$ cat src/rtl/fr_lane_queue.sv
// fr_lane_queue
//   Per-lane car queue for the farm-road intersection. An asynchronous
//   "add car" key is synchronized and debounced. Each accepted press adds
//   one car to a saturating 0..15 counter. A two-state dispatch FSM
//   releases one car at a time to the downstream animation, with a minimum
//   idle gap between releases.
//
//   Parameters
//     DEBOUNCE_CYCLES  cycles a synchronized key level must hold (1..65535)
//     DISPATCH_GAP     idle cycles between two dispatches (1..255)
//
//   Ports
//     clk               system clock, rising edge
//     reset             asynchronous active-high reset
//     add_raw_i         raw active-high add request (asynchronous)
//     farm_green_i      farm road light for this lane is green
//     dispatch_ready_i  animation can accept a car at the lane entry pixel
//     dispatch_o        one-cycle pulse releasing one queued car
//     count_o           cars waiting, 0..15
//     car_pending_o     count_o != 0
//     overflow_o        sticky dropped-car flag (only with FR_QUEUE_OVF_EN)
//
//   Build option
//     FR_QUEUE_OVF_EN   adds overflow_o and its flop
module fr_lane_queue #(
    parameter int unsigned DEBOUNCE_CYCLES = 4,
    parameter int unsigned DISPATCH_GAP    = 3
) (
    input  logic       clk,
    input  logic       reset,
    input  logic       add_raw_i,
    input  logic       farm_green_i,
    input  logic       dispatch_ready_i,
    output logic       dispatch_o,
    output logic [3:0] count_o,
    output logic       car_pending_o
`ifdef FR_QUEUE_OVF_EN
    ,
    output logic       overflow_o
`endif
);

    typedef enum logic [0:0] {
        IDLE,
        GAP
    } state_t;

    localparam logic [15:0] DEB_LAST = 16'(DEBOUNCE_CYCLES - 1);
    localparam logic [7:0]  GAP_LOAD = 8'(DISPATCH_GAP);

    logic        sync1;
    logic        sync2;
    logic        deb_level;
    logic        deb_prev;
    logic [15:0] deb_cnt;
    logic        add_evt;
    logic        disp_fire;
    state_t      state;
    logic [7:0]  gap_cnt;
    logic [3:0]  count;

    // Two-flop synchronizer for the asynchronous key.
    always_ff @(posedge clk or posedge reset) begin
        if (reset) begin
            sync1 <= 1'b0;
            sync2 <= 1'b0;
        end else begin
            sync1 <= add_raw_i;
            sync2 <= sync1;
        end
    end

    // Debounce: the level flips on the DEBOUNCE_CYCLES-th consecutive cycle
    // of disagreement; any agreement in between restarts the count.
    always_ff @(posedge clk or posedge reset) begin
        if (reset) begin
            deb_level <= 1'b0;
            deb_prev  <= 1'b0;
            deb_cnt   <= '0;
        end else begin
            deb_prev <= deb_level;
            if (sync2 != deb_level) begin
                if (deb_cnt == DEB_LAST) begin
                    deb_level <= sync2;
                    deb_cnt   <= '0;
                end else begin
                    deb_cnt <= deb_cnt + 16'd1;
                end
            end else begin
                deb_cnt <= '0;
            end
        end
    end

    // One add per rising edge of the debounced level; holding adds nothing.
    always_comb begin
        add_evt   = deb_level & ~deb_prev;
        disp_fire = (state == IDLE) && farm_green_i && dispatch_ready_i
                    && (count != 4'd0);
    end

    // Dispatch FSM. The gap counter returns to IDLE on the edge it reaches
    // zero, so successive pulses are DISPATCH_GAP+1 cycles apart.
    always_ff @(posedge clk or posedge reset) begin
        if (reset) begin
            state      <= IDLE;
            gap_cnt    <= '0;
            dispatch_o <= 1'b0;
        end else begin
            dispatch_o <= 1'b0;
            case (state)
                IDLE: begin
                    if (disp_fire) begin
                        dispatch_o <= 1'b1;
                        gap_cnt    <= GAP_LOAD;
                        state      <= GAP;
                    end
                end
                GAP: begin
                    gap_cnt <= gap_cnt - 8'd1;
                    if (gap_cnt <= 8'd1) begin
                        gap_cnt <= '0;
                        state   <= IDLE;
                    end
                end
                default: begin
                    gap_cnt <= '0;
                    state   <= IDLE;
                end
            endcase
        end
    end

    // Queue counter: simultaneous add and dispatch cancel out; adds at 15
    // are dropped rather than wrapping.
    always_ff @(posedge clk or posedge reset) begin
        if (reset) begin
            count <= '0;
        end else if (add_evt && !disp_fire) begin
            if (count != 4'hF) begin
                count <= count + 4'd1;
            end
        end else if (disp_fire && !add_evt) begin
            count <= count - 4'd1;
        end
    end

`ifdef FR_QUEUE_OVF_EN
    always_ff @(posedge clk or posedge reset) begin
        if (reset) begin
            overflow_o <= 1'b0;
        end else if (add_evt && !disp_fire && (count == 4'hF)) begin
            overflow_o <= 1'b1;
        end
    end
`endif

    assign count_o       = count;
    assign car_pending_o = (count != 4'd0);

endmodule

$ cat config.mk
export PLATFORM = sky130hd
export DESIGN_NAME = fr_lane_queue
export DESIGN_NICKNAME = d
export VERILOG_FILES = /design/src/rtl/fr_lane_queue.sv
export SDC_FILE = /design/constraint.sdc
export NUM_CORES = 1
export LEC_CHECK = 0
export CAP_MARGIN = 25
export CORE_ASPECT_RATIO = 0.6
export CORE_MARGIN = 8
export CORE_UTILIZATION = 52
export CTS_CLUSTER_SIZE = 24
export DETAILED_ROUTE_END_ITERATION = 8
export PLACE_DENSITY = 0.74
export SLEW_MARGIN = 20
export SYNTH_ARGS = -nofsm -noshare
export SYNTH_HDL_FRONTEND = slang
export SYNTH_SLANG_ARGS = --single-unit
$ cat constraint.sdc
create_clock -name clk -period 2.1 [get_ports clk]
set_input_delay 0.21 -clock clk [delete_from_list [all_inputs] [get_ports clk]]
set_output_delay 0.21 -clock clk [all_outputs]
set_load 0.02 [all_outputs]
Yosys cells after proc, flatten, opt, wreduce, memory -nomap -nowiden

Index checks and enable logic that the tools add are counted.
Widths: inputs -> output; s select.

Bitwise logic cells: 3
Add/sub/neg operators: 4
Multiplexer cells: 12
$lt $le $gt $ge: 1
Eq/ne operators: 5
Reductions and logical operators: 11

Operator list:

| operator              | number |
|---|---|
| $mux 16               | 2 |
| $add 16x1->16 const B | 1 |
| $eq 16x2->1 const B   | 1 |
| $mux 8                | 2 |
| $pmux 8 s2            | 1 |
| $mux 4                | 3 |
| $le 8x1->1 const B    | 1 |
| $sub 8x1->8 const B   | 1 |
| $logic_and 1x1->1     | 5 |
| $add 4x1->4 const B   | 1 |
| $ne 4x4->1 const B    | 1 |
| $reduce_and 2->1      | 2 |
| $reduce_bool 4->1     | 1 |
| $sub 4x1->4 const B   | 1 |
| $mux 1                | 3 |
| $logic_not 1->1       | 2 |
| $ne 2x1->1 const B    | 1 |
| $ne 2x2->1 const B    | 1 |
| $not 1->1             | 2 |
| $pmux 1 s2            | 1 |
| $reduce_bool 2->1     | 1 |
| $and 1x1->1           | 1 |
| $ne 1x1->1            | 1 |

Output and inout port bits: 6
Register bits: 34

Logic depth before layout (Yosys ltp)

Depth in word-level cells: 8
Gate-level depth with buffers: 9
Mapped depth without buffers: 9

Least setup slack after synthesis

Ideal clock, no wire load.

Kind: flip-flop to flip-flop
Start: register count[0], in the netlist count_o[0]
End: register count[3], in the netlist count_o[3]
Cell stages (with the launch flop): 10
Arrival time: 2390 ps
Slack: -369 ps
Path buffers: 0
Path through: dfrtp_1 nor4_1 inv_1 nand2b_1 nand2_1 ha_1 a21o_1 a21oi_1 mux2i_1 xor2_1

Cells in the longest elaborated chain, start to end: 6
Elaborated cells on any way between the ends: 14
Those cells by class: 2 x add/sub; 2 x eq/ne; 3 x mux; 7 x reduce/logical

RTL lines:

| item                                                      | line | source |
|---|---|---|
| start, declared                                           | 60   | `logic [3:0] count;` |
| start signal, assigned                                    | 141  | `count <= count + 4'd1;` |
| start signal, assigned                                    | 144  | `count <= count - 4'd1;` |
| $reduce_bool 4->1 *                                       | n/a  |  |
| net car_pending_o                                         | 36   | `output logic car_pending_o` |
| $logic_and 1x1->1 *                                       | 99   | `&& (count != 4'd0);` |
| $logic_not 1->1                                           | 139  | `end else if (add_evt && !disp_fire) begin` |
| $logic_and 1x1->1                                         | 139  |  |
| $ne 2x1->1 (no line) or $reduce_bool 2->1 (tied branches) | n/a  |  |
| $reduce_and 2->1 (no line)                                | n/a  |  |

The timed path passes the listed nets; every way through them passes the cells marked *. The select of a mux whose other input is x is not followed.
A chain may end at the register's enable or synchronous reset.

Final worst setup path

Start: register state
End: register count[3], in the netlist count_o[3]

Cells in the longest elaborated chain, start to end: 8
Elaborated cells on any way between the ends: 11
Those cells by class: 1 x eq/ne; 1 x mux; 1 x bitwise; 8 x reduce/logical

RTL lines:

| item                                                      | line | source |
|---|---|---|
| start, declared                                           | 58   | `state_t state;` |
| start signal, assigned                                    | 106  | `state <= IDLE;` |
| start signal, assigned                                    | 116  | `state <= GAP;` |
| start signal, assigned                                    | 123  | `state <= IDLE;` |
| $not 1->1 *                                               | n/a  |  |
| $logic_and 1x1->1 * (2 in a row)                          | 98   | `disp_fire = (state == IDLE) && farm_green_i && dispatch_ready_i` |
| $logic_and 1x1->1 *                                       | 99   |  |
| $logic_not 1->1                                           | 139  |  |
| $logic_and 1x1->1                                         | 139  |  |
| $ne 2x1->1 (no line) or $reduce_bool 2->1 (tied branches) | n/a  |  |
| $reduce_and 2->1 (no line)                                | n/a  |  |

Mark *: on every way between the ends. The rest lies on a longest branch, timed or not.

==> results.py <==
metrics = {
    "worst_setup_path": {
        "critPathKind": "reg -> reg",
        "r2r_setup_slack_ns": 0.08,
        "crit_path_end": "count_o[3]",
        "critical_path_required_ns": 2.31,
        "timing.rr.end": "count_o[3]",
        "reg2reg_depth": 8,
        "startpoint_type": "flop",
        "worstReg2RegStart": "state",
        "critPathCaptureType": "flop",
        "crit_start": "state",
        "worstPathMaxFanout": 6,
        "critPathArrivalTime_ns": 2.23,
    },
    "detailed_routing": {
        "drc": 0,
        "postRouteWirelength_um": 3690,
        "vias_per_cell": 5.60,
        "initialDrtViolationCount": 79,
        "avgRoutedWirePerCell_um": 15.9,
        "drt_pre_antenna_iters": 4,
        "vias": 1299,
        "drt.antenna.violating_nets": 0,
    },
    "synth": {
        "ys_ff_latch": 34,
        "synthTopCellsByCount": "dfrtp_1, nor2_1, xnor2_1",
        "yosysWarnings": 0,
        "syn_area_um2": 1750,
        "synth_ff_type": "dfrtp_1",
        "synthMuxAreaShare_pct": 3.08,
        "synth_edf_count": 0,
        "synth_xor_area_share_pct": 8.52,
        "ys_seq_area_share_pct": 48.7,
        "synth_fa_ha_area_share_pct": 4.73,
        "synthArstFlopShare_pct": 100,
        "netlist_instances": 164,
        "ys_types": 47,
        "synth_area_per_cell_um2": 10.7,
        "synth_top_family_by_area": "simple AND/OR/NAND/NOR gates",
        "yosys.area_share.simple_pct": 22.1,
        "synth_top_area_share_pct": 48.7,
        "yosysMostFrequentCell": "dfrtp_1",
        "syn-num-nets": 175,
        "yosysTopAreaCell": "dfrtp_1",
        "yosys-top-cells-area": "dfrtp_1, xnor2_1, nor2_1",
        "synth-compound-area-share_pct": 10.5,
    },
    "pwr": {
        "p_comb_share_pct": 31.8,
        "intPower_mw": 1.57,
        "leakagePower_nw": 0.927,
        "power.switching_uw": 732,
        "pwr-share-clk_pct": 31.4,
        "powerDensity_nw_per_um2": 1080,
        "ir_drop_uv": 585,
        "seq_power_share_pct": 36.8,
        "netSwitchingFraction_pct": 31.8,
    },
    "grt": {
        "antenna_found_initial": 0,
        "grt_overflow_total": 0,
        "grt_max_degree": 35,
        "grt_use_total_pct": 14.1,
        "grt_pass1_vias": 1333,
        "grt_pass1_wl_um": 6200,
    },
    "clock_network": {
        "cts.sinks": 34,
        "path_clk_slew_ns": 0.08,
        "cts_buffer_depth": 2,
        "cts.repair.resized": 0,
        "cts-hold-fix-buffers": 0,
        "ctsRootBufferMaster": "clkbuf_8",
        "cts_tree": "yes",
        "htreeDepth": 2,
        "numCtsBuffers": 5,
        "clkLatencyLatePin_ns": 0.28,
    },
    "floorplan": {
        "rows": 16,
        "die_w_um": 90.8,
        "dieArea_um2": 5530,
        "core_area_um2": 3240,
        "num_io_pins": 11,
        "fp.dieH_um": 60.9,
        "initial_core_util_pct": 53.9,
    },
    "timing": {
        "fin_tns_setup_ns": 0,
        "slew_headroom_pct": 66.4,
        "worst_slack_ns": 0.0790,
        "worstMarginPinSlew_ns": 0.502,
        "skew_ns": 0.00559,
        "rsz0062_at_grt": "true",
        "min_period_ns": 2.02,
        "drv_slew": 0,
        "finalHoldViolations": 0,
        "setup_violations": 0,
        "max_freq_mhz": 495,
        "period_share_pct": 96.2,
    },
    "placement": {
        "hpwlAfterDp_um": 2700,
        "dp_slack_ns": -0.00155,
        "gp_congestion": 0.829,
        "portBuffers": 10,
    },
    "finish": {
        "diodes": 0,
        "drive_gt1_share_pct": 18.2,
        "area_delta_synth_final_pct": 22.2,
        "fin_nets": 197,
    },
    "outcome": {
        "status": "finished, final reports clean",
    },
    "min_path": {
        "hp-class": "in -> async",
    },
    "job": {
        "cap_violations": 0,
    },
}
## registers in the layout, indices dropped and copies added (netlist names)
register	cells
sync1	1
deb_prev	1
count_o	4
dispatch_o	1
deb_cnt	16
state	1
gap_cnt	8
deb_level	1
sync2	1
## cells by family (layout without fill, tap and decap cells)
logic type / count (synthesis) / in the layout
and+or+nand+nor: 67 / 67
buffers and inverters: 11 / 34
muxes: 5 / 5
DFF: 34 / 34
AOI/OAI and AO/OA: 24 / 24
adders and majority gates: 6 / 6
xor gates and xnor gates: 17 / 17
## worst max-delay path: stages, from the launching register on
cell and delay (ns):
dfrtp_1 0.47, nand3b_1 0.26, nand2b_4 0.20, nand2_4 0.09, ha_4 0.19, a21o_1 0.16, a21oi_2 0.16, mux2i_1 0.25
xor2_1 0.17
## power groups by stage
stage / logic, mW / clock network (mW) / registers (mW)
2_1_floorplan: 0.388 / 0 / 0.917
3_3_place_gp: 0.639 / 0 / 0.862
3_5_place_dp: 0.672 / 0 / 0.872
4_1_cts: 0.693 / 0.730 / 0.860
5_1_grt: 0.821 / 0.760 / 0.863
6_report: 0.733 / 0.724 / 0.849
## timing repair
| item | in CTS | in global routing |
|---|---|---|
| endpoints found under the setup margin | 1 | 1 |
| pin swaps | 1 | 1 |
| cloned | 0 | 0 |
| setup buffers | 1 | 3 |
## cells in the final DEF (no fill, tap or decap), types with 3 or more instances in the layout
cell,count
dfrtp_1,31
nor2_1,19
xnor2_1,11
clkdlybuf4s50_1,10
nor4_1,9
inv_1,8
nand2_1,7
buf_4,7
nor3_1,6
xor2_1,6
clkbuf_8,5
o21ai_1,4
ha_1,4
nand4_1,3
mux2_2,3
nand3_1,3
a21oi_1,3
dfrtp_2,3
## layer usage
layer | vias up | routed length (µm) | GRT usage [%]
li1 | 629 | - | -
met1 | 629 | 1720 | 17.8
met2 | 37 | 1720 | 22.6
met3 | 4 | 216 | 4.69
met4 | 0 | 34 | 4.39
met5 | - | 0 | 0
## per-stage QoR
| step | util, % | hold WS, ns | total power, mW | cell area (µm²) | std cells |
|---|---|---|---|---|---|
| 6_report | 65.8 | 0.309 | 2.31 | 2130 | 232 |
| 2_1_floorplan | - | 0.241 | 1.31 | 1800 | 164 |
| 4_1_cts | 65.1 | 0.327 | 2.28 | 2110 | 229 |
| 3_3_place_gp | 60.6 | 0.338 | 1.50 | 1970 | 220 |
| 5_1_grt | 65.8 | 0.355 | 2.44 | 2130 | 232 |
| 3_5_place_dp | 60.6 | 0.351 | 1.54 | 1970 | 220 |
## worst min path at each step
stage	endpoint	startpoint	slack, ns	cells after the start
6_report	sync2	reset	0.31	3
2_1_floorplan	sync1	add_raw_i	0.24	0
3_3_place_gp	sync2	sync1	0.34	0
3_5_place_dp	sync2	sync1	0.35	0
4_1_cts	sync2	reset	0.33	3
5_1_grt	sync1	add_raw_i	0.35	1
## final cells by class
type,count,area [µm²]
timing repair buffer,17,153
sequential,34,855
inverter,9,33.8
clock buffer,5,68.8
fill,269,1110
multi-input combinational,119,900
clock inverter,3,68.8
tap,45,56.3
Power figures use the tool's default switching activity.
==> RTL change (config.mk and constraints unchanged) <==
Add a define of `FR_QUEUE_OVF_EN`.
--- a/src/rtl/fr_lane_queue.sv
+++ b/src/rtl/fr_lane_queue.sv
@@ -24,2 +24,4 @@
 //     FR_QUEUE_OVF_EN   adds overflow_o and its flop
+`define FR_QUEUE_OVF_EN
+
 module fr_lane_queue #(
Behaviour (old outputs only; new: overflow_o): unchanged (Yosys induction, for registers that start in step).
==> RTL change against the original RTL <==
  * Synthesized area shrank 1.2%
  * Sequential cell count grew 1
  * Power increased by 29%
  * Final area is 0.47% higher
  * Wire length decreased by 8.5%
  * First-iteration DRC count is 13% lower
  * Setup slack improved by 14 ps
  * Critical endpoint is now car_pending_o
  * Largest power group is now combinational logic
==> RTL change: results (changes against the original RTL) <==
status finished, final reports clean; VDD IR max 0.953 mV (+63%); slowest CP cell clkdlybuf4s50_1; mux share of post-synthesis cell area 2.54% (-0.54 points); Pleak 0.915 nW (-1.3%); Clock Skews 3.43 ps (-2.17 ps); FILL cells 255 (-5.2%); worst-path fanout max 4 (-2); post-synthesis compound-gate area fraction 9.57% (-0.89 points); XOR/XNOR Fraction of Synth Area 9.64% (+1.1 points); max reg flops 16 (unchanged); setup slack, reg-to-reg 110 ps (+30 ps); Vias/cell 5.38 (-3.9%); wire per inst 14.3 um (-10%); first-pass GRT wire length 6010 um (-3.0%); Global Route Usage Sum 13.9% (-0.14 points); Layout Nets 201 (+2.0%); R2R Path Start count_o[3]; vias in the first global route 1277 (-4.2%); routability cong. 0.880 (+6.2%); CP peak stage delay 530 ps (+60 ps); Port Buf Inserts 11 (+1); R2R depth 9 (+1); library cells used by synthesis 36 (-23%); CP endpoint kind output port; share of layout cells above drive strength 1 20.4% (+2.2 points); crit path DAT 1800 ps (-430 ps); largest net degree at the start of global routing 29 (-17%); most common library cells after synthesis dfrtp_1 (35), nor2_1 (22), xnor2_1 (13); sequential-to-total area share from yosys stat 50.8% (+2.1 points); Rel. slew slack 67.3% (+0.84 points); top post-synthesis cells by area dfrtp_1 (51%), xnor2_1 (6.6%), nor2_1 (4.8%); Post-DP HPWL 2410 um (-10%)
## RTL change: changes by cell type in the layout (fill, tap and decap cells not counted), moves of 2 or more
cell     before  now
buf_4         7   11
o21ai_1       4    0
a21oi_1       3    0
nor2_1       19   22
o22ai_1       0    3
nand3_1       3    5
nand4_1       3    5
o21a_1        2    0
o21ai_2       0    2
xnor2_1      11   13
## RTL change: how the worst max path moves through the flow
stage                                 from       endpoint  slack (ps)  depth (start not counted)
after floorplan                 count_o[1]     count_o[3]           5                          9
after global placement    dispatch_ready_i     count_o[3]          90                          9
after detailed placement      farm_green_i     count_o[3]         -10                          9
after CTS                       count_o[2]     count_o[3]          20                          9
after global routing            count_o[1]     count_o[3]         -30                          9
final                           count_o[3]  car_pending_o          90                          4
## RTL change: critical path: cells and delay by family (launching register included)
family                 cells  cell delay (ps)
and+or+nand+nor            1              310
DFF                        1              440
buffers and inverters      3              760
## RTL change: area by class of cell
class	instances	area, um2	share of cell area [%]
Clock buffer	6	82.6	3.85
Timing Repair Buffer	23	213	9.92
Inverter	8	30.0	1.40
Sequential cell	35	881	41.1
Clock inverter	2	35.0	1.63
Multi-Input combinational cell	117	847	39.5
Tap cell	45	56.3	2.63
## RTL change: per-layer routing
metal	global-route usage, %	routed length (um)
met1	17.6	1710
met2	22.2	1480
met3	4.32	140
met4	5.63	44
met5	0	0
## RTL change: power by group
part	leakage (nW)	switching (mW)	internal (mW)	total, mW
clock network	0.0612	0.239	0.384	0.623
registers	0.451	0.178	0.853	1.03
logic	0.403	0.677	0.646	1.32
## RTL change: kinds of logic after synthesis
| kind of cell | count (synthesis) |
|---|---|
| AO/OA/AOI/OAI | 20 |
| buffers and inverters | 11 |
| multiplexers | 4 |
| flip-flops | 35 |
| adder cells (fa/ha/maj) | 6 |
| AND/OR/NAND/NOR | 68 |
| XOR/XNOR | 19 |
## RTL change: timing repair
action,4_1_cts,5_1_grt
buffers inserted,2,2
pin swaps,0,3
hold buffers,0,0
endpoints found under the setup margin,1,1
resized for setup,0,1
## RTL change: through the flow
stage	worst slack (ps)	instances	cell area (um2)	TNS [ps]	hold slack, ps
2_1_floorplan	5.18	163	1760	0	241
3_3_place_gp	85.7	224	1980	0	342
3_5_place_dp	-9.59	224	1980	-9.59	359
4_1_cts	20.4	234	2120	0	196
5_1_grt	-25.4	236	2140	-25.4	220
6_report	92.9	236	2140	0	191
